## config.mk

```make
export PLATFORM = sky130hd
export DESIGN_NAME = alu_mc
export DESIGN_NICKNAME = d
export VERILOG_FILES = /design/src/rtl/alu_mc.sv
export SDC_FILE = /design/constraint.sdc
export NUM_CORES = 1
export LEC_CHECK = 0
export BUFFER_PORTS_ARGS = -buffer_cell sky130_fd_sc_hd__buf_2
export CORE_UTILIZATION = 28
export CTS_BUF_LIST = sky130_fd_sc_hd__clkbuf_2 sky130_fd_sc_hd__clkbuf_4 sky130_fd_sc_hd__clkbuf_8
export DETAILED_ROUTE_END_ITERATION = 8
export PLACE_DENSITY_LB_ADDON = 0.15
export SLEW_MARGIN = 10
export SYNTH_ARGS = -nofsm -noshare
export SYNTH_HDL_FRONTEND = slang
export SYNTH_SLANG_ARGS = --single-unit
```

## constraint.sdc

```tcl
create_clock -name clk -period 3.6 [get_ports clk]
set_input_delay 0.72 -clock clk [delete_from_list [all_inputs] [get_ports clk]]
set_output_delay 0.72 -clock clk [all_outputs]
set_load 0.1 [all_outputs]
```

## src/rtl/alu_mc.sv

```systemverilog
// alu_mc: multi-cycle ALU. Logic/add/sub/shift ops finish in one cycle;
// unsigned MUL (shift-add) and DIV (restoring) iterate one bit per cycle.
module alu_mc #(
    parameter int DATA_W = 8
) (
    input  logic              clk,
    input  logic              rst,
    input  logic              start,
    output logic              ready,
    input  logic [3:0]        alu_op,
    input  logic [DATA_W-1:0] a,
    input  logic [DATA_W-1:0] b,
    input  logic              c_in,
    output logic [DATA_W-1:0] out,
    output logic [DATA_W-1:0] out_hi,
    output logic              done,
    output logic              P,
    output logic              Z,
    output logic              S,
    output logic              C,
    output logic              OV
);

    localparam int CNT_W = $clog2(DATA_W + 1);

    localparam logic [3:0] OP_LD   = 4'h0;
    localparam logic [3:0] OP_AND  = 4'h1;
    localparam logic [3:0] OP_OR   = 4'h2;
    localparam logic [3:0] OP_XOR  = 4'h3;
    localparam logic [3:0] OP_ADD  = 4'h4;
    localparam logic [3:0] OP_SUB  = 4'h5;
    localparam logic [3:0] OP_INC  = 4'h6;
    localparam logic [3:0] OP_NOT  = 4'h7;
    localparam logic [3:0] OP_ADDC = 4'h8;
    localparam logic [3:0] OP_SUBC = 4'h9;
    localparam logic [3:0] OP_SHL  = 4'hA;
    localparam logic [3:0] OP_SHR  = 4'hB;
    localparam logic [3:0] OP_MUL  = 4'hC;
    localparam logic [3:0] OP_DIV  = 4'hD;

    typedef enum logic {
        IDLE = 1'b0,
        RUN  = 1'b1
    } state_t;

    state_t state_q;
    state_t state_d;

    // Control
    logic [CNT_W-1:0] cnt_p0;
    logic             fire_single;
    logic             fire_mc;
    logic             last_step;
    logic             vld_p1;

    // Iterative datapath: hi holds partial product / remainder,
    // lo holds multiplier / dividend shifting into quotient.
    logic              is_div_p0;
    logic              dz_p0;
    logic [DATA_W-1:0] opb_p0;
    logic [DATA_W-1:0] hi_p0;
    logic [DATA_W-1:0] lo_p0;
    logic [DATA_W-1:0] hi_nxt;
    logic [DATA_W-1:0] lo_nxt;
    logic [DATA_W:0]   mul_sum;
    logic [DATA_W:0]   div_shift;
    logic [DATA_W-1:0] div_trial;
    logic              mc_c;
    logic              mc_ov;

    // Single-cycle datapath
    logic signed [DATA_W-1:0] add_b;
    logic                     add_ci;
    logic                     sub_bi;
    logic [DATA_W:0]          add_ext;
    logic [DATA_W:0]          sub_ext;
    logic [DATA_W-1:0]        alu_res;
    logic                     alu_c;
    logic                     alu_ov;

    // Result selected for the output registers
    logic [DATA_W-1:0] res_lo;
    logic [DATA_W-1:0] res_hi;
    logic              res_c;
    logic              res_ov;

    function automatic logic parity_even(input logic [DATA_W-1:0] v);
        return ~^v;
    endfunction

    // Two's-complement overflow of x + y = r: same-signed operands, result sign flipped.
    function automatic logic ovf_add(input logic signed [DATA_W-1:0] x,
                                     input logic signed [DATA_W-1:0] y,
                                     input logic signed [DATA_W-1:0] r);
        return (x[DATA_W-1] == y[DATA_W-1]) && (r[DATA_W-1] != x[DATA_W-1]);
    endfunction

    // Two's-complement overflow of x - y = r: differently-signed operands, result sign unlike x.
    function automatic logic ovf_sub(input logic signed [DATA_W-1:0] x,
                                     input logic signed [DATA_W-1:0] y,
                                     input logic signed [DATA_W-1:0] r);
        return (x[DATA_W-1] != y[DATA_W-1]) && (r[DATA_W-1] != x[DATA_W-1]);
    endfunction

    assign done = vld_p1;

    // FSM state register
    always_ff @(posedge clk or posedge rst) begin
        if (rst) begin
            state_q <= IDLE;
        end else begin
            state_q <= state_d;
        end
    end

    // FSM next state, accept strobes and ready
    always_comb begin
        state_d     = state_q;
        fire_single = 1'b0;
        fire_mc     = 1'b0;
        last_step   = 1'b0;
        ready       = 1'b0;
        case (state_q)
            IDLE: begin
                ready = 1'b1;
                if (start) begin
                    if (alu_op == OP_MUL || alu_op == OP_DIV) begin
                        fire_mc = 1'b1;
                        state_d = RUN;
                    end else begin
                        fire_single = 1'b1;
                    end
                end
            end
            RUN: begin
                if (cnt_p0 == CNT_W'(1)) begin
                    last_step = 1'b1;
                    state_d   = IDLE;
                end
            end
        endcase
    end

    // Iteration counter: loaded with DATA_W on accept, counts down once per step
    always_ff @(posedge clk or posedge rst) begin
        if (rst) begin
            cnt_p0 <= '0;
        end else if (fire_mc) begin
            cnt_p0 <= CNT_W'(DATA_W);
        end else if (state_q == RUN) begin
            cnt_p0 <= cnt_p0 - CNT_W'(1);
        end
    end

    // Operand latch and per-step update of the MUL/DIV working registers
    always_ff @(posedge clk) begin
        if (fire_mc) begin
            is_div_p0 <= (alu_op == OP_DIV);
            dz_p0     <= (b == '0);
            opb_p0    <= b;
            hi_p0     <= '0;
            lo_p0     <= a;
        end else if (state_q == RUN) begin
            hi_p0 <= hi_nxt;
            lo_p0 <= lo_nxt;
        end
    end

    assign mul_sum   = {1'b0, hi_p0} + (lo_p0[0] ? {1'b0, opb_p0} : {(DATA_W+1){1'b0}});
    assign div_shift = {hi_p0, lo_p0[DATA_W-1]};
    // Only used when div_shift >= divisor, in which case the difference fits DATA_W bits.
    assign div_trial = div_shift[DATA_W-1:0] - opb_p0;

    // One MUL shift-add or DIV restoring-subtract step. With a zero divisor every
    // trial succeeds, which naturally yields quotient all ones and remainder = a.
    always_comb begin
        hi_nxt = hi_p0;
        lo_nxt = lo_p0;
        if (is_div_p0) begin
            if (div_shift >= {1'b0, opb_p0}) begin
                hi_nxt = div_trial;
                lo_nxt = {lo_p0[DATA_W-2:0], 1'b1};
            end else begin
                hi_nxt = div_shift[DATA_W-1:0];
                lo_nxt = {lo_p0[DATA_W-2:0], 1'b0};
            end
        end else begin
            hi_nxt = mul_sum[DATA_W:1];
            lo_nxt = {mul_sum[0], lo_p0[DATA_W-1:1]};
        end
    end

    assign mc_c  = is_div_p0 ? 1'b0 : (hi_nxt != '0);
    assign mc_ov = is_div_p0 ? dz_p0 : mc_c;

    assign add_b   = (alu_op == OP_INC) ? DATA_W'(1) : b;
    assign add_ci  = (alu_op == OP_ADDC) && c_in;
    assign sub_bi  = (alu_op == OP_SUBC) && c_in;
    assign add_ext = {1'b0, a} + {1'b0, add_b} + {{DATA_W{1'b0}}, add_ci};
    assign sub_ext = {1'b0, a} - {1'b0, b} - {{DATA_W{1'b0}}, sub_bi};

    // Single-cycle operation result, carry/borrow and signed overflow
    always_comb begin
        alu_res = '0;
        alu_c   = 1'b0;
        alu_ov  = 1'b0;
        case (alu_op)
            OP_LD:   alu_res = b;
            OP_AND:  alu_res = a & b;
            OP_OR:   alu_res = a | b;
            OP_XOR:  alu_res = a ^ b;
            OP_NOT:  alu_res = ~a;
            OP_ADD, OP_ADDC, OP_INC: begin
                alu_res = add_ext[DATA_W-1:0];
                alu_c   = add_ext[DATA_W];
                alu_ov  = ovf_add(a, add_b, add_ext[DATA_W-1:0]);
            end
            OP_SUB, OP_SUBC: begin
                alu_res = sub_ext[DATA_W-1:0];
                alu_c   = sub_ext[DATA_W];
                alu_ov  = ovf_sub(a, b, sub_ext[DATA_W-1:0]);
            end
            OP_SHL: begin
                alu_res = {a[DATA_W-2:0], 1'b0};
                alu_c   = a[DATA_W-1];
            end
            OP_SHR: begin
                alu_res = {1'b0, a[DATA_W-1:1]};
                alu_c   = a[0];
            end
            default: begin
                alu_res = '0;
            end
        endcase
    end

    // Pick which datapath feeds the output registers this cycle
    always_comb begin
        res_lo = alu_res;
        res_hi = '0;
        res_c  = alu_c;
        res_ov = alu_ov;
        if (last_step) begin
            res_lo = lo_nxt;
            res_hi = hi_nxt;
            res_c  = mc_c;
            res_ov = mc_ov;
        end
    end

    // Output registers and flags: update with a done pulse, hold otherwise
    always_ff @(posedge clk or posedge rst) begin
        if (rst) begin
            vld_p1 <= 1'b0;
            out    <= '0;
            out_hi <= '0;
            P      <= 1'b0;
            Z      <= 1'b0;
            S      <= 1'b0;
            C      <= 1'b0;
            OV     <= 1'b0;
        end else begin
            vld_p1 <= fire_single | last_step;
            if (fire_single | last_step) begin
                out    <= res_lo;
                out_hi <= res_hi;
                P      <= parity_even(res_lo);
                Z      <= (res_lo == '0);
                S      <= res_lo[DATA_W-1];
                C      <= res_c;
                OV     <= res_ov;
            end
        end
    end

endmodule

```

# [After elaboration in Yosys (flattened, before gate mapping)]
# Cells that the tools add are included.
[op_classes] order_cmp=1 reduce_logical=13 addsub=7 n_eq_ne=18 muxes=30 n_bitwise=6
[ops] cell="$mux 8" count=9
[ops] cell="$pmux 8 s9" count=1
[ops] cell="$eq 4x4->1 const B" count=6
[ops] cell="$add 8x8->9" count=2
[ops] cell="$eq 4x3->1 const B" count=4
[ops] cell="$logic_not 8->1" count=2
[ops] cell="$mux 1" count=15
[ops] cell="$add 9x1->9" count=1
[ops] cell="$ge 9x8->1" count=1
[ops] cell="$sub 8x8->9" count=1
[ops] cell="$sub 9x1->9" count=1
[ops] cell="$and 8x8->8" count=1
[ops] cell="$eq 4x1->1 const B" count=2
[ops] cell="$eq 4x2->1 const B" count=2
[ops] cell="$mux 4" count=2
[ops] cell="$not 8->8" count=1
[ops] cell="$or 8x8->8" count=1
[ops] cell="$reduce_bool 8->1" count=1
[ops] cell="$reduce_xnor 8->1" count=1
[ops] cell="$sub 8x8->8" count=1
[ops] cell="$xor 8x8->8" count=1
[ops] cell="$logic_and 1x1->1" count=4
[ops] cell="$logic_not 4->1" count=1
[ops] cell="$pmux 1 s2" count=2
[ops] cell="10 further kinds" count=12
[word_totals] word_cells=90 out_inout_bits=23 reg_bits=53

# [Logic depth before layout (Yosys ltp)]
# Gate-level depths: netlist (run 1).
[logic_depth] ltp_word=8 depth_mapped=17

# [Worst setup path after synthesis (run 1)]
# Ideal clock, no wire load.
[synth_timing] path_kind="in2reg" from="input alu_op[3]" to="register P" path_slack_ps=-412 cell_stages=17 path_buffers=2 arrival_ps=3887 required_time_ps=3474 setup_ps=126 cell_sequence="buf_2 -> nor2b_1 -> buf_2 -> nand3_1 -> fa_1 -> inv_1 -> ha_1 -> o21ai_0 -> a211oi_1 -> o311ai_0 -> a222oi_1 -> a21oi_1 -> nor2_1 -> ha_1 -> xor2_1 -> xnor2_1 -> a21oi_1"
[synth_between] elab_chain_len=7
[synth_lines] element="start, declared" line="10" text="input logic [3:0] alu_op,"
[synth_lines] element="$eq 4x3->1" line="196, 207"
[synth_lines] element="$mux 8" line="196" text="assign add_b = (alu_op == OP_INC) ? DATA_W'(1) : b;"
[synth_lines] element="$add 8x8->9" line="199" text="assign add_ext = {1'b0, a} + {1'b0, add_b} + {{DATA_W{1'b0}}, add_ci};"
[synth_lines] element="$add 9x1->9" line="199"
[synth_lines] element="$pmux 8 s9" line="207" text="case (alu_op)"
[synth_lines] element="$mux 8" line="243" text="if (last_step) begin"
[synth_lines] element="$reduce_xnor 8->1" line="88" text="return ~^v;"
[synth_lines] element="end signal, assigned" line="267" text="P <= parity_even(res_lo);"
[synth_lines] element="end, declared" line="17" text="output logic P,"
# Parallel ways exist; a longest one is shown, timed or not.
# A chain may end at the register's enable or synchronous reset.

# [Final worst setup path (run 1)]
# Ends and elaborated chain as after synthesis.

==> impl_table.tex, run 1 <==
\begin{tabular}{lr}
\hline
Metric & Value \\
\hline
\multicolumn{2}{l}{\textbf{Timing}} \\
Peak Freq & 288 MHz \\
Setup-violating endpoint count in the final report & 0 \\
Setup repair after global routing missed its margin & true \\
Transition time at the pin with the least slew margin & 1030 ps \\
Post-Route Skew & 19.2 ps \\
Final count of pins violating max slew & 0 \\
Final Hold Fails & 0 \\
Share of the clock period used by the worst path after layout & 0.965 \\
Tmin final & 3470 ps \\
Relative slew slack & 0.315 \\
\multicolumn{2}{l}{\textbf{Clock network}} \\
TritonCTS clock tree & yes \\
Clock-pin slew reported for the worst setup and hold paths after clock tree synthesis & 100 ps \\
Clock latency at the later pin of the worst-skew pair & 330 ps \\
Clk root buf & clkbuf\_8 \\
Count of hold-fix buffers inserted at cts & 0 \\
H-Tree Depth & 2 \\
Maximum number of buffers from clock root to sink & 2 \\
CTS sink cnt & 52 \\
Num CTS Buffers & 5 \\
\multicolumn{2}{l}{\textbf{Yosys}} \\
Mean instance size in the synthesized netlist & 8.52 um\^{}2 \\
Syn Std Cell Area & 4970 um\^{}2 \\
Count of yosys warnings during synthesis & 0 \\
Predominant post-synthesis flop cell & dfrtp\_1 \\
Number of flip-flops and latches in the synthesized netlist & 52 \\
Share of flip-flops with an asynchronous set or reset after synthesis & 0.500 \\
Instance count of the mapped netlist & 583 \\
Post-synth net total & 672 \\
Number of flops mapped to enable cells by yosys & 18 \\
Distinct cell type count after synthesis & 73 \\
Share of synthesized area occupied by flip-flops and latches & 0.272 \\
\multicolumn{2}{l}{\textbf{Critical path}} \\
Critical setup path kind & input port to flop \\
Max Fanout on Critical Path & 5 \\
Critical path required time & 3820 ps \\
Startpoint type of the worst setup path & input port \\
Worst endpoint data arrival time & 3690 ps \\
Category of the worst setup path capture point & flop \\
\multicolumn{2}{l}{\textbf{Final layout}} \\
Multi-input logic area & 3550 um\^{}2 \\
Share of the core filled with cells in the final layout & 0.378 \\
Number of fillers in the final layout & 1820 \\
Fraction of layout instances using a drive strength above 1 & 0.296 \\
Finished Layout Cells & 939 \\
Area overhead of the layout relative to synthesis & 31.6\% \\
Sequential cell area in the final layout & 1350 um\^{}2 \\
Diodes inserted & 0 \\
Net total in the final layout & 802 \\
\multicolumn{2}{l}{\textbf{Global routing}} \\
First-pass GRT wire length & 26700 um \\
Initial antenna violation count & 0 \\
Overall global routing resource usage & 0.190 \\
Pin count of the biggest net entering global routing & 27 \\
Residual overflow from global routing & 0 \\
Vias in the first global route & 4790 \\
\multicolumn{2}{l}{\textbf{Drt}} \\
Average routed wire per standard cell & 18.0 um \\
Total via count in the routed design & 4861 \\
1st-iter DRT viols & 367 \\
Routed wire length & 16900 um \\
First drt pass iteration count & 5 \\
Detail-routed via count per cell & 5.18 \\
Post-route DRC & 0 \\
Antenna violation net count after detailed routing & 0 \\
\multicolumn{2}{l}{\textbf{Die}} \\
Die width & 135 um \\
Core Footprint & 17300 um\^{}2 \\
Starting utilization of the core area & 0.287 \\
Num rows & 48 \\
Die area & 18300 um\^{}2 \\
Die Height & 135 um \\
Ports placed on the boundary & 47 \\
\multicolumn{2}{l}{\textbf{Pwr}} \\
Worst vdd rail ir drop & 618 uV \\
Power per cell area & 712 nW/um\^{}2 \\
Static Leak & 2.93 nW \\
\multicolumn{2}{l}{\textbf{Job}} \\
Max\_cap viols & 0 \\
\multicolumn{2}{l}{\textbf{Outcome}} \\
Outcome & finished, final reports clean \\
\multicolumn{2}{l}{\textbf{Place}} \\
Final weighted congestion in routability-driven placement & 0.872 \\
Half-perimeter wire length after detailed placement & 13600 um \\
Number of placed instances, taps included & 930 \\
Quantity of I/O buffers inserted on ports & 46 \\
\multicolumn{2}{l}{\textbf{Hold path}} \\
Path class of the lowest-slack min-delay path & flop to flop \\
\hline
\end{tabular}
==> stage by stage <==
stage               power, mW  setup slack, ps  hold WS [ps]  TNS [ps]  area, um^2
floorplan                3.30            -19.2           483     -19.2        5030
global placement         4.05             -412           465      -632        6160
detailed placement       4.07             -413           465      -748        6160
CTS                      4.59             18.9           488         0        6300
global route             4.95            -43.5           503     -43.5        6540
finish                   4.66              126           485         0        6540
==> cell families after synthesis <==
logic type / count (synthesis) / share of synthesized area
simple gates: 176 / 0.176
xor+xnor: 21 / 0.0370
buf+inv: 78 / 0.0627
fa+ha+maj: 65 / 0.173
compound gates: 176 / 0.249
mux: 15 / 0.0310
flops: 52 / 0.272
==> sequential cells by signal, indices dropped and copies added, names as in the netlist, 4 cells and up <==
signal / flops
hi_p0: 8
lo_p0: 8
opb_p0: 8
out: 8
out_hi: 8
cnt_p0: 4
==> cell usage in the layout, fill, tap and decap left out, types with 4 or more instances in the layout <==
cell | netlist | layout
o21ai_0 | 28 | 23
buf_2 | 3 | 41
and2_1 | 8 | 8
xnor2_1 | 13 | 12
a2bb2oi_1 | 6 | 5
o2111ai_1 | 4 | 4
fa_2 | 0 | 4
ha_1 | 59 | 54
a211oi_1 | 15 | 11
a21oi_2 | 2 | 4
a22o_1 | 11 | 11
o21a_1 | 5 | 5
a31oi_1 | 6 | 6
nand2_1 | 41 | 41
buf_6 | 1 | 4
or2_2 | 4 | 4
a211oi_2 | 1 | 5
nor3_1 | 11 | 10
edfxtp_1 | 18 | 18
inv_1 | 52 | 49
o22a_1 | 6 | 6
or3_1 | 4 | 4
o221ai_1 | 4 | 4
ha_4 | 0 | 5
o22ai_1 | 8 | 8
clkbuf_8 | 0 | 5
dfxtp_1 | 8 | 8
xor2_1 | 8 | 7
nand4_1 | 5 | 5
dfrtp_1 | 26 | 26
a21o_1 | 7 | 7
a21oi_1 | 38 | 36
nand2b_1 | 9 | 9
nor2b_1 | 8 | 5
nand3_1 | 15 | 13
mux2i_1 | 12 | 12
nor2_1 | 53 | 52
buf_4 | 2 | 98
==> cell type report <==
class                           instances  share of cell area
Tap cell                              225              0.0431
Clock inverter                          2             0.00919
Timing Repair Buffer                  145               0.154
Sequential cell                        52               0.207
Multi-Input combinational cell        453               0.542
Clock buffer                            6              0.0117
Inverter                               56              0.0325
==> path summary, 6_finish.rpt <==
| path | start | end | slack, ps | cells past startpoint |
|---|---|---|---|---|
| setup / recovery | alu_op[3] | P | 130 | 18 |
| hold / removal | out[1] | out[1] | 480 | 2 |
| setup reg to reg | opb_p0[4] | OV | 460 | 9 |
| hold reg to reg | out[1] | out[1] | 480 | 2 |
| max in group asynchronous | rst | OV | 2350 | 2 |
| min in group asynchronous | rst | cnt_p0[3] | 620 | 2 |
==> critical path, cell delays in order <==
cell       delay [ps]
buf_6              90
buf_4             120
nand2b_1          170
buf_4             180
nor2_4            130
buf_6             130
nor2_1             40
ha_1              360
o21a_1            200
o31ai_4           100
a21bo_2           230
a211oi_2          200
a211oi_2           70
a2bb2oi_2         150
ha_1              350
xor2_2            190
xnor2_1           160
a21oi_1            80
==> layer usage <==
metal,track usage,vias up,routed length (um)
met5,0,-,0
met4,0.0587,0,503
met3,0.0228,23,521
met2,0.326,94,8110
met1,0.248,2355,7750
li1,-,2389,-
==> power by group <==
part           switching, mW  internal (mW)
clock network          0.216          0.286
registers              0.197          0.873
logic                   2.08           1.00
total                   2.49           2.16
==> Yosys cell counts, types with 6 or more instances <==
cell type / number / area [um^2]
edfxtp_1: 18 / 541
and2_1: 8 / 50.1
a21o_1: 7 / 52.6
fa_1: 6 / 120
mux2i_1: 12 / 120
dfrtp_1: 26 / 651
a31oi_1: 6 / 37.5
dfxtp_1: 8 / 160
a2bb2oi_1: 6 / 52.6
nor2_1: 53 / 199
nand2_1: 41 / 154
a211oi_1: 15 / 113
nand3_1: 15 / 75.1
inv_1: 52 / 195
a21oi_1: 38 / 190
nand2b_1: 9 / 56.3
xor2_1: 8 / 70.1
clkbuf_1: 12 / 45.0
o22a_1: 6 / 52.6
o21ai_0: 28 / 140
a22o_1: 11 / 96.3
ha_1: 59 / 738
nor2b_1: 8 / 50.1
nor3_1: 11 / 55.1
xnor2_1: 13 / 114
o22ai_1: 8 / 50.1
==> timing repair <==
| action | CTS | global route |
|---|---|---|
| gates cloned | 0 | 0 |
| pin swaps | 0 | 18 |
| endpoints found under the setup margin | 1 | 1 |
| buffers inserted | 0 | 1 |
| gates resized for setup | 2 | 49 |
Power figures use the tool's default switching activity.
==> run 2, diff against run 1 <==
--- a/config.mk
+++ b/config.mk
@@ -6,7 +6,7 @@
 export NUM_CORES = 1
 export LEC_CHECK = 0
 export BUFFER_PORTS_ARGS = -buffer_cell sky130_fd_sc_hd__buf_2
-export CORE_UTILIZATION = 28
+export CORE_UTILIZATION = 45
 export CTS_BUF_LIST = sky130_fd_sc_hd__clkbuf_2 sky130_fd_sc_hd__clkbuf_4 sky130_fd_sc_hd__clkbuf_8
 export DETAILED_ROUTE_END_ITERATION = 8
 export PLACE_DENSITY_LB_ADDON = 0.15
==> run 2 against run 1 <==
  * Global-route usage grew 8.5 points
  * Sequential share of layout area grew 1.2 points
  * Clock power shrank 26%
  * Critical path type unchanged
  * First-iteration DRC count grew 23%
  * Sequential cell count is the same
  * Fmax shrank 0.92%
  * Count of clock-buffer cells in the layout shrank 1
  * Largest power group unchanged
  * Total power shrank 5.0%
  * Largest cell class unchanged
==> impl_table.tex, run 2 (synthesis gave the netlist of run 1 again) <==
\begin{tabular}{lr}
\hline
Metric & Value \\
\hline
\multicolumn{2}{l}{\textbf{Die}} \\
Die area & 11500 um\^{}2 (was 18300 um\^{}2) \\
Die width & 107 um (was 135 um) \\
Die Height & 107 um (was 135 um) \\
Ports placed on the boundary & 47 (unchanged) \\
Core Footprint & 10500 um\^{}2 (was 17300 um\^{}2) \\
Starting utilization of the core area & 0.473 (was 0.287) \\
Num rows & 37 (was 48) \\
\multicolumn{2}{l}{\textbf{Clock network}} \\
CTS sink cnt & 52 (unchanged) \\
Clk root buf & clkbuf\_8 (unchanged) \\
Clock-pin slew reported for the worst setup and hold paths after clock tree synthesis & 110 ps (was 100 ps) \\
H-Tree Depth & 2 (unchanged) \\
Clock latency at the later pin of the worst-skew pair & 320 ps (was 330 ps) \\
Num CTS Buffers & 5 (unchanged) \\
Count of hold-fix buffers inserted at cts & 0 (unchanged) \\
Maximum number of buffers from clock root to sink & 2 (unchanged) \\
TritonCTS clock tree & yes (unchanged) \\
\multicolumn{2}{l}{\textbf{Pwr}} \\
Static Leak & 2.81 nW (was 2.93 nW) \\
Power per cell area & 718 nW/um\^{}2 (was 712 nW/um\^{}2) \\
Worst vdd rail ir drop & 679 uV (was 618 uV) \\
Total power & 4.42 mW (was 4.66 mW) \\
\multicolumn{2}{l}{\textbf{Drt}} \\
Antenna violation net count after detailed routing & 0 (unchanged) \\
Routed wire length & 15200 um (was 16900 um) \\
1st-iter DRT viols & 453 (was 367) \\
Post-route DRC & 0 (unchanged) \\
Total via count in the routed design & 4879 (was 4861) \\
First drt pass iteration count & 7 (was 5) \\
Average routed wire per standard cell & 18.2 um (was 18.0 um) \\
Detail-routed via count per cell & 5.86 (was 5.18) \\
\multicolumn{2}{l}{\textbf{Global routing}} \\
Routing usage on met3 & 0.0274 (was 0.0228) \\
Met2 demand-to-capacity share in global routing & 0.481 (was 0.326) \\
Residual overflow from global routing & 0 (unchanged) \\
Busiest metal layer after global routing & met2 (unchanged) \\
Routing usage on met1 & 0.354 (was 0.248) \\
Overall global routing resource usage & 0.276 (was 0.190) \\
Vias in the first global route & 4786 (was 4790) \\
Pin count of the biggest net entering global routing & 27 (unchanged) \\
Initial antenna violation count & 0 (unchanged) \\
First-pass GRT wire length & 24700 um (was 26700 um) \\
\multicolumn{2}{l}{\textbf{Final layout}} \\
Share of the core filled with cells in the final layout & 0.587 (was 0.378) \\
Post-route cell area & 6160 um\^{}2 (was 6540 um\^{}2) \\
Fraction of layout instances using a drive strength above 1 & 0.258 (was 0.296) \\
Leading cell type in the layout, fill and taps excluded & buf\_4 (unchanged) \\
Net total in the final layout & 785 (was 802) \\
Number of fillers in the final layout & 925 (was 1820) \\
Area overhead of the layout relative to synthesis & 24.1\% (was 31.6\%) \\
Diodes inserted & 0 (unchanged) \\
Commonest non-fill, non-tap cells in the layout & buf\_4 (82), ha\_1 (55), nor2\_1 (52), inv\_1 (50), buf\_2 (42) (was buf\_4 (98), ha\_1 (54), nor2\_1 (52), inv\_1 (49)) \\
\multicolumn{2}{l}{\textbf{Outcome}} \\
Outcome & finished, final reports clean (unchanged) \\
\multicolumn{2}{l}{\textbf{Timing}} \\
Final count of pins violating max slew & 0 (unchanged) \\
Final Hold Fails & 0 (unchanged) \\
Share of the clock period used by the worst path after layout & 0.974 (was 0.965) \\
Setup TNS & 0 ps (unchanged) \\
Setup-violating endpoint count in the final report & 0 (unchanged) \\
Tmin final & 3510 ps (was 3470 ps) \\
Relative slew slack & 0.336 (was 0.315) \\
Transition time at the pin with the least slew margin & 996 ps (was 1030 ps) \\
Peak Freq & 285 MHz (was 288 MHz) \\
Post-Route Skew & 7.84 ps (was 19.2 ps) \\
Setup repair after global routing missed its margin & true (unchanged) \\
\multicolumn{2}{l}{\textbf{Critical path}} \\
Delay contributed by the slowest stage of the critical path & 400 ps (was 360 ps) \\
Critical path required time & 3800 ps (was 3820 ps) \\
Worst-path cell chain & buf\_6 -> nor2b\_4 -> buf\_4 -> and3\_1 -> fa\_1 -> inv\_1 -> fa\_1 -> nor2b\_2 -> o31ai\_2 -> a21oi\_1 -> a211oi\_1 -> a211oi\_1 -> a2bb2oi\_2 -> ha\_1 -> xor2\_1 -> xnor2\_1 -> a21oi\_1 (was buf\_6 -> buf\_4 -> nand2b\_1 -> buf\_4 -> nor2\_4 -> buf\_6 -> nor2\_1 -> ha\_1 -> o21a\_1 -> o31ai\_4 -> a21bo\_2 -> a211oi\_2 -> a211oi\_2 -> a2bb2oi\_2 -> ha\_1 -> xor2\_2 -> xnor2\_1 -> a21oi\_1) \\
Worst endpoint data arrival time & 3710 ps (was 3690 ps) \\
CP top delay family & compound AO/OA/AOI/OAI gates (unchanged) \\
Startpoint type of the worst setup path & input port (unchanged) \\
Critical setup path kind & input port to flop (unchanged) \\
Slowest cell on the critical path & fa\_1 (was ha\_1) \\
Category of the worst setup path capture point & flop (unchanged) \\
Sum of buffers and inverters on the critical path & 3 (was 4) \\
Max Fanout on Critical Path & 3 (was 5) \\
\multicolumn{2}{l}{\textbf{Job}} \\
Max\_cap viols & 0 (unchanged) \\
\multicolumn{2}{l}{\textbf{Place}} \\
Final weighted congestion in routability-driven placement & 0.969 (was 0.872) \\
Quantity of I/O buffers inserted on ports & 46 (unchanged) \\
Half-perimeter wire length after detailed placement & 12100 um (was 13600 um) \\
Cell area after placement & 5910 um\^{}2 (was 6160 um\^{}2) \\
\multicolumn{2}{l}{\textbf{Hold path}} \\
Path class of the lowest-slack min-delay path & flop to flop (unchanged) \\
\hline
\end{tabular}
run 2: where the power goes:
group	internal (mW)	switching (mW)	leakage (nW)
combinational	0.949	2.04	2.20
sequential	0.872	0.193	0.565
clock	0.144	0.229	0.0506
run 2: final timing paths:
check,from,end,slack (ps),depth (start not counted)
setup / recovery,alu_op[3],P,90,17
max in group asynchronous,rst,out[1],2380,2
hold reg to reg,out_hi[1],out_hi[1],490,2
setup reg to reg,lo_p0[0],OV,530,10
hold / removal,out_hi[1],out_hi[1],490,2
min in group asynchronous,rst,done,610,2
run 2: worst min-delay path: cells and delay by family (launching register included):
family          cells  cell delay, ps
compound gates      1              60
flops               1             360
simple gates        1              50
run 2: area by class of cell:
| type | count | area, um^2 | share of cell area |
|---|---|---|---|
| inverters | 56 | 210 | 0.0341 |
| well taps | 136 | 170 | 0.0276 |
| multi-input cells | 453 | 3460 | 0.562 |
| repair buffers | 128 | 875 | 0.142 |
| flip-flops and latches | 52 | 1350 | 0.219 |
| clock buffers | 5 | 68.8 | 0.0112 |
| clock inverters | 3 | 26.3 | 0.00426 |
run 2: per-layer routing:
| layer | up-vias | wire, um |
|---|---|---|
| met5 | - | 0 |
| met4 | 0 | 433 |
| met3 | 33 | 774 |
| met2 | 156 | 7520 |
| met1 | 2337 | 6430 |
| li1 | 2353 | - |
run 2: what timing repair did:
action	4_1_cts	5_1_grt
endpoints found under the setup margin	1	1
buffers inserted	0	2
gates cloned	0	0
pin swaps	4	14
gates resized for setup	5	25
run 2: metrics by stage:
stage / cells / hold slack, ps / setup WS, ps
floorplan: 583 / 483 / -19.2
global placement: 823 / 460 / -268
detailed placement: 823 / 471 / -362
CTS: 831 / 500 / 2.25
global route: 833 / 531 / -77.3
finish: 833 / 495 / 94.2
==> run 3, diff against run 2 <==
--- a/config.mk
+++ b/config.mk
@@ -6,10 +6,12 @@
 export NUM_CORES = 1
 export LEC_CHECK = 0
 export BUFFER_PORTS_ARGS = -buffer_cell sky130_fd_sc_hd__buf_2
+export CORE_ASPECT_RATIO = 0.7
 export CORE_UTILIZATION = 45
 export CTS_BUF_LIST = sky130_fd_sc_hd__clkbuf_2 sky130_fd_sc_hd__clkbuf_4 sky130_fd_sc_hd__clkbuf_8
 export DETAILED_ROUTE_END_ITERATION = 8
 export PLACE_DENSITY_LB_ADDON = 0.15
+export REMOVE_ABC_BUFFERS = 1
 export SLEW_MARGIN = 10
 export SYNTH_ARGS = -nofsm -noshare
 export SYNTH_HDL_FRONTEND = slang
==> run 3 against run 2 <==
  * Sequential cell count unchanged
  * Wire length up 9.5%
  * Largest power group unchanged
  * Die area barely moved
  * Fmax is 0.84% lower
  * Count of clock-buffer cells in the layout grew 1
  * Worst setup slack worse by 30 ps
  * Critical path type unchanged
  * Clock power grew 12%
==> impl_table.tex, run 3 (synthesis gave the netlist of run 1 again) <==
\begin{tabular}{lr}
\hline
Metric & Value \\
\hline
\multicolumn{2}{l}{\textbf{Die}} \\
Core Footprint & 10600 um\^{}2 (was 10500 um\^{}2) \\
Die area & 11500 um\^{}2 (about the same) \\
Die width & 128 um (was 107 um) \\
Starting utilization of the core area & 0.471 (was 0.473) \\
Die Height & 89.9 um (was 107 um) \\
Ports placed on the boundary & 47 (unchanged) \\
Num rows & 31 (was 37) \\
\multicolumn{2}{l}{\textbf{Place}} \\
Half-perimeter wire length after detailed placement & 13300 um (was 12100 um) \\
Final weighted congestion in routability-driven placement & 0.974 (was 0.969) \\
Quantity of I/O buffers inserted on ports & 46 (unchanged) \\
\multicolumn{2}{l}{\textbf{Final layout}} \\
Net total in the final layout & 798 (was 785) \\
Leading cell type in the layout, fill and taps excluded & buf\_4 (unchanged) \\
Fraction of layout instances using a drive strength above 1 & 0.280 (was 0.258) \\
Share of the core filled with cells in the final layout & 0.594 (was 0.587) \\
Area overhead of the layout relative to synthesis & 26.1\% (was 24.1\%) \\
Commonest non-fill, non-tap cells in the layout & buf\_4 (95), ha\_1 (59), nor2\_1 (51), inv\_1 (50), buf\_2 (46) (was buf\_4 (82), ha\_1 (55), nor2\_1 (52), inv\_1 (50), buf\_2 (42)) \\
Diodes inserted & 0 (unchanged) \\
\multicolumn{2}{l}{\textbf{Pwr}} \\
Total power & 4.56 mW (was 4.42 mW) \\
Share of total power consumed by net switching & 0.548 (was 0.556) \\
Static Leak & 2.88 nW (was 2.81 nW) \\
Internal Pwr Total & 2.06 mW (was 1.97 mW) \\
Share of total power in combinational logic & 0.668 (was 0.675) \\
Sw power & 2.50 mW (was 2.46 mW) \\
Worst vdd rail ir drop & 858 uV (was 679 uV) \\
Clock network fraction of total power & 0.092 (was 0.084) \\
Sequential cell fraction of total power & 0.240 (was 0.241) \\
Power per cell area & 728 nW/um\^{}2 (was 718 nW/um\^{}2) \\
\multicolumn{2}{l}{\textbf{Drt}} \\
Post-route DRC & 0 (unchanged) \\
Detail-routed via count per cell & 5.96 (was 5.86) \\
Antenna violation net count after detailed routing & 0 (unchanged) \\
Average routed wire per standard cell & 19.3 um (was 18.2 um) \\
1st-iter DRT viols & 514 (was 453) \\
First drt pass iteration count & 5 (was 7) \\
Routed wire length & 16600 um (was 15200 um) \\
Total via count in the routed design & 5117 (was 4879) \\
\multicolumn{2}{l}{\textbf{Critical path}} \\
Critical setup path kind & input port to flop (unchanged) \\
Worst endpoint data arrival time & 3730 ps (was 3710 ps) \\
Category of the worst setup path capture point & flop (unchanged) \\
Delay contributed by the slowest stage of the critical path & 390 ps (was 400 ps) \\
Worst-path cell chain & buf\_2 -> buf\_4 -> nor2\_4 -> and3\_4 -> fa\_2 -> inv\_2 -> fa\_2 -> nor2b\_4 -> o31ai\_2 -> buf\_4 -> a21bo\_2 -> a211oi\_2 -> a211oi\_2 -> a2bb2oi\_2 -> ha\_1 -> xor2\_1 -> xnor2\_1 -> a21oi\_1 (was buf\_6 -> nor2b\_4 -> buf\_4 -> and3\_1 -> fa\_1 -> inv\_1 -> fa\_1 -> nor2b\_2 -> o31ai\_2 -> a21oi\_1 -> a211oi\_1 -> a211oi\_1 -> a2bb2oi\_2 -> ha\_1 -> xor2\_1 -> xnor2\_1 -> a21oi\_1) \\
Max Fanout on Critical Path & 3 (unchanged) \\
Startpoint type of the worst setup path & input port (unchanged) \\
Slowest cell on the critical path & fa\_2 (was fa\_1) \\
Critical path required time & 3790 ps (was 3800 ps) \\
\multicolumn{2}{l}{\textbf{Timing}} \\
Final count of pins violating max slew & 0 (unchanged) \\
Final Hold Fails & 0 (unchanged) \\
Share of the clock period used by the worst path after layout & 0.982 (was 0.974) \\
Relative slew slack & 0.331 (was 0.336) \\
Post-Route Skew & 13.3 ps (was 7.84 ps) \\
Tmin final & 3540 ps (was 3510 ps) \\
Transition time at the pin with the least slew margin & 1000 ps (was 996 ps) \\
Setup-violating endpoint count in the final report & 0 (unchanged) \\
Peak Freq & 283 MHz (was 285 MHz) \\
\multicolumn{2}{l}{\textbf{Clock network}} \\
Num CTS Buffers & 5 (unchanged) \\
Clock-pin slew reported for the worst setup and hold paths after clock tree synthesis & 100 ps (was 110 ps) \\
TritonCTS clock tree & yes (unchanged) \\
Clock latency at the later pin of the worst-skew pair & 310 ps (was 320 ps) \\
H-Tree Depth & 2 (unchanged) \\
CTS sink cnt & 52 (unchanged) \\
Clk root buf & clkbuf\_8 (unchanged) \\
Maximum number of buffers from clock root to sink & 2 (unchanged) \\
Count of hold-fix buffers inserted at cts & 0 (unchanged) \\
\multicolumn{2}{l}{\textbf{Job}} \\
Max\_cap viols & 0 (unchanged) \\
\multicolumn{2}{l}{\textbf{Global routing}} \\
Overall global routing resource usage & 0.296 (was 0.276) \\
Initial antenna violation count & 0 (unchanged) \\
First-pass GRT wire length & 26200 um (was 24700 um) \\
Vias in the first global route & 4734 (was 4786) \\
Pin count of the biggest net entering global routing & 27 (unchanged) \\
Residual overflow from global routing & 0 (unchanged) \\
\multicolumn{2}{l}{\textbf{Hold path}} \\
Path class of the lowest-slack min-delay path & flop to flop (unchanged) \\
\multicolumn{2}{l}{\textbf{Outcome}} \\
Outcome & finished, final reports clean (unchanged) \\
\hline
\end{tabular}
-- run 3: changes by cell type in the layout (fill, tap and decap cells not counted), sizes merged --
cell,change
buf,+13
bufinv,+1
clkbuf,+1
clkinv,-1
inv,-1
-- run 3: critical path: cells and delay by family --
family / cells / cell delay [ps]
buffers and inverters: 4 / 460
AO/OA/AOI/OAI: 6 / 870
XOR/XNOR: 2 / 320
adder cells (fa/ha/maj): 3 / 920
AND/OR/NAND/NOR: 3 / 450
-- run 3: final cells by class --
cell class,count,area (um^2)
Clock buffer,6,76.3
Timing Repair Buffer,141,943
Inverter,56,210
Sequential cell,52,1350
Clock inverter,2,38.8
Tap cell,148,185
Multi-Input combinational cell,453,3460
Fill cell,984,4280
-- run 3: final timing paths --
check | from | endpoint | slack (ps) | depth (start not counted)
max | alu_op[1] | P | 60 | 18
min | out_hi[0] | out_hi[0] | 510 | 2
max reg2reg | hi_p0[3] | P | 570 | 11
min reg2reg | out_hi[0] | out_hi[0] | 510 | 2
max in group asynchronous | rst | out_hi[1] | 2360 | 2
min in group asynchronous | rst | done | 630 | 2
-- run 3: routing by layer --
metal / part of all wire / up-vias / routed length [um] / GRT usage
met1: 0.49 / 2418 / 8180 / 0.503
li1: - / 2388 / - / -
met5: 0 / - / 0 / 0
met2: 0.38 / 302 / 6250 / 0.374
met3: 0.13 / 9 / 2100 / 0.0661
met4: 0.0046 / 0 / 76 / 0.0294
-- run 3: what timing repair did --
action	CTS	global route
setup endpoints to repair	1	1
endpoints found under the hold margin	0	0
resized for setup	15	26
buffers inserted	0	2
pin swaps	0	16
-- run 3: metrics by stage --
stage | cell area (um^2) | hold WS (ps) | cells | TNS [ps] | setup slack, ps
6_report | 6270 | 507 | 858 | 0 | 64.5
5_1_grt | 6270 | 535 | 858 | -25.9 | -25.9
4_1_cts | 6150 | 514 | 856 | 0 | 2.13
3_5_place_dp | 5990 | 488 | 848 | -1040 | -544
3_3_place_gp | 5990 | 484 | 848 | -1080 | -556
2_1_floorplan | 4870 | 483 | 561 | -407 | -384
-- run 3: power groups by stage --
stage | Combinational (mW) | Sequential (mW) | Clock [mW]
4_1_cts | 2.98 | 1.09 | 0.424
5_1_grt | 3.27 | 1.12 | 0.449
3_3_place_gp | 2.91 | 1.09 | 0
2_1_floorplan | 1.41 | 1.84 | 0
6_report | 3.05 | 1.09 | 0.419
3_5_place_dp | 2.95 | 1.10 | 0
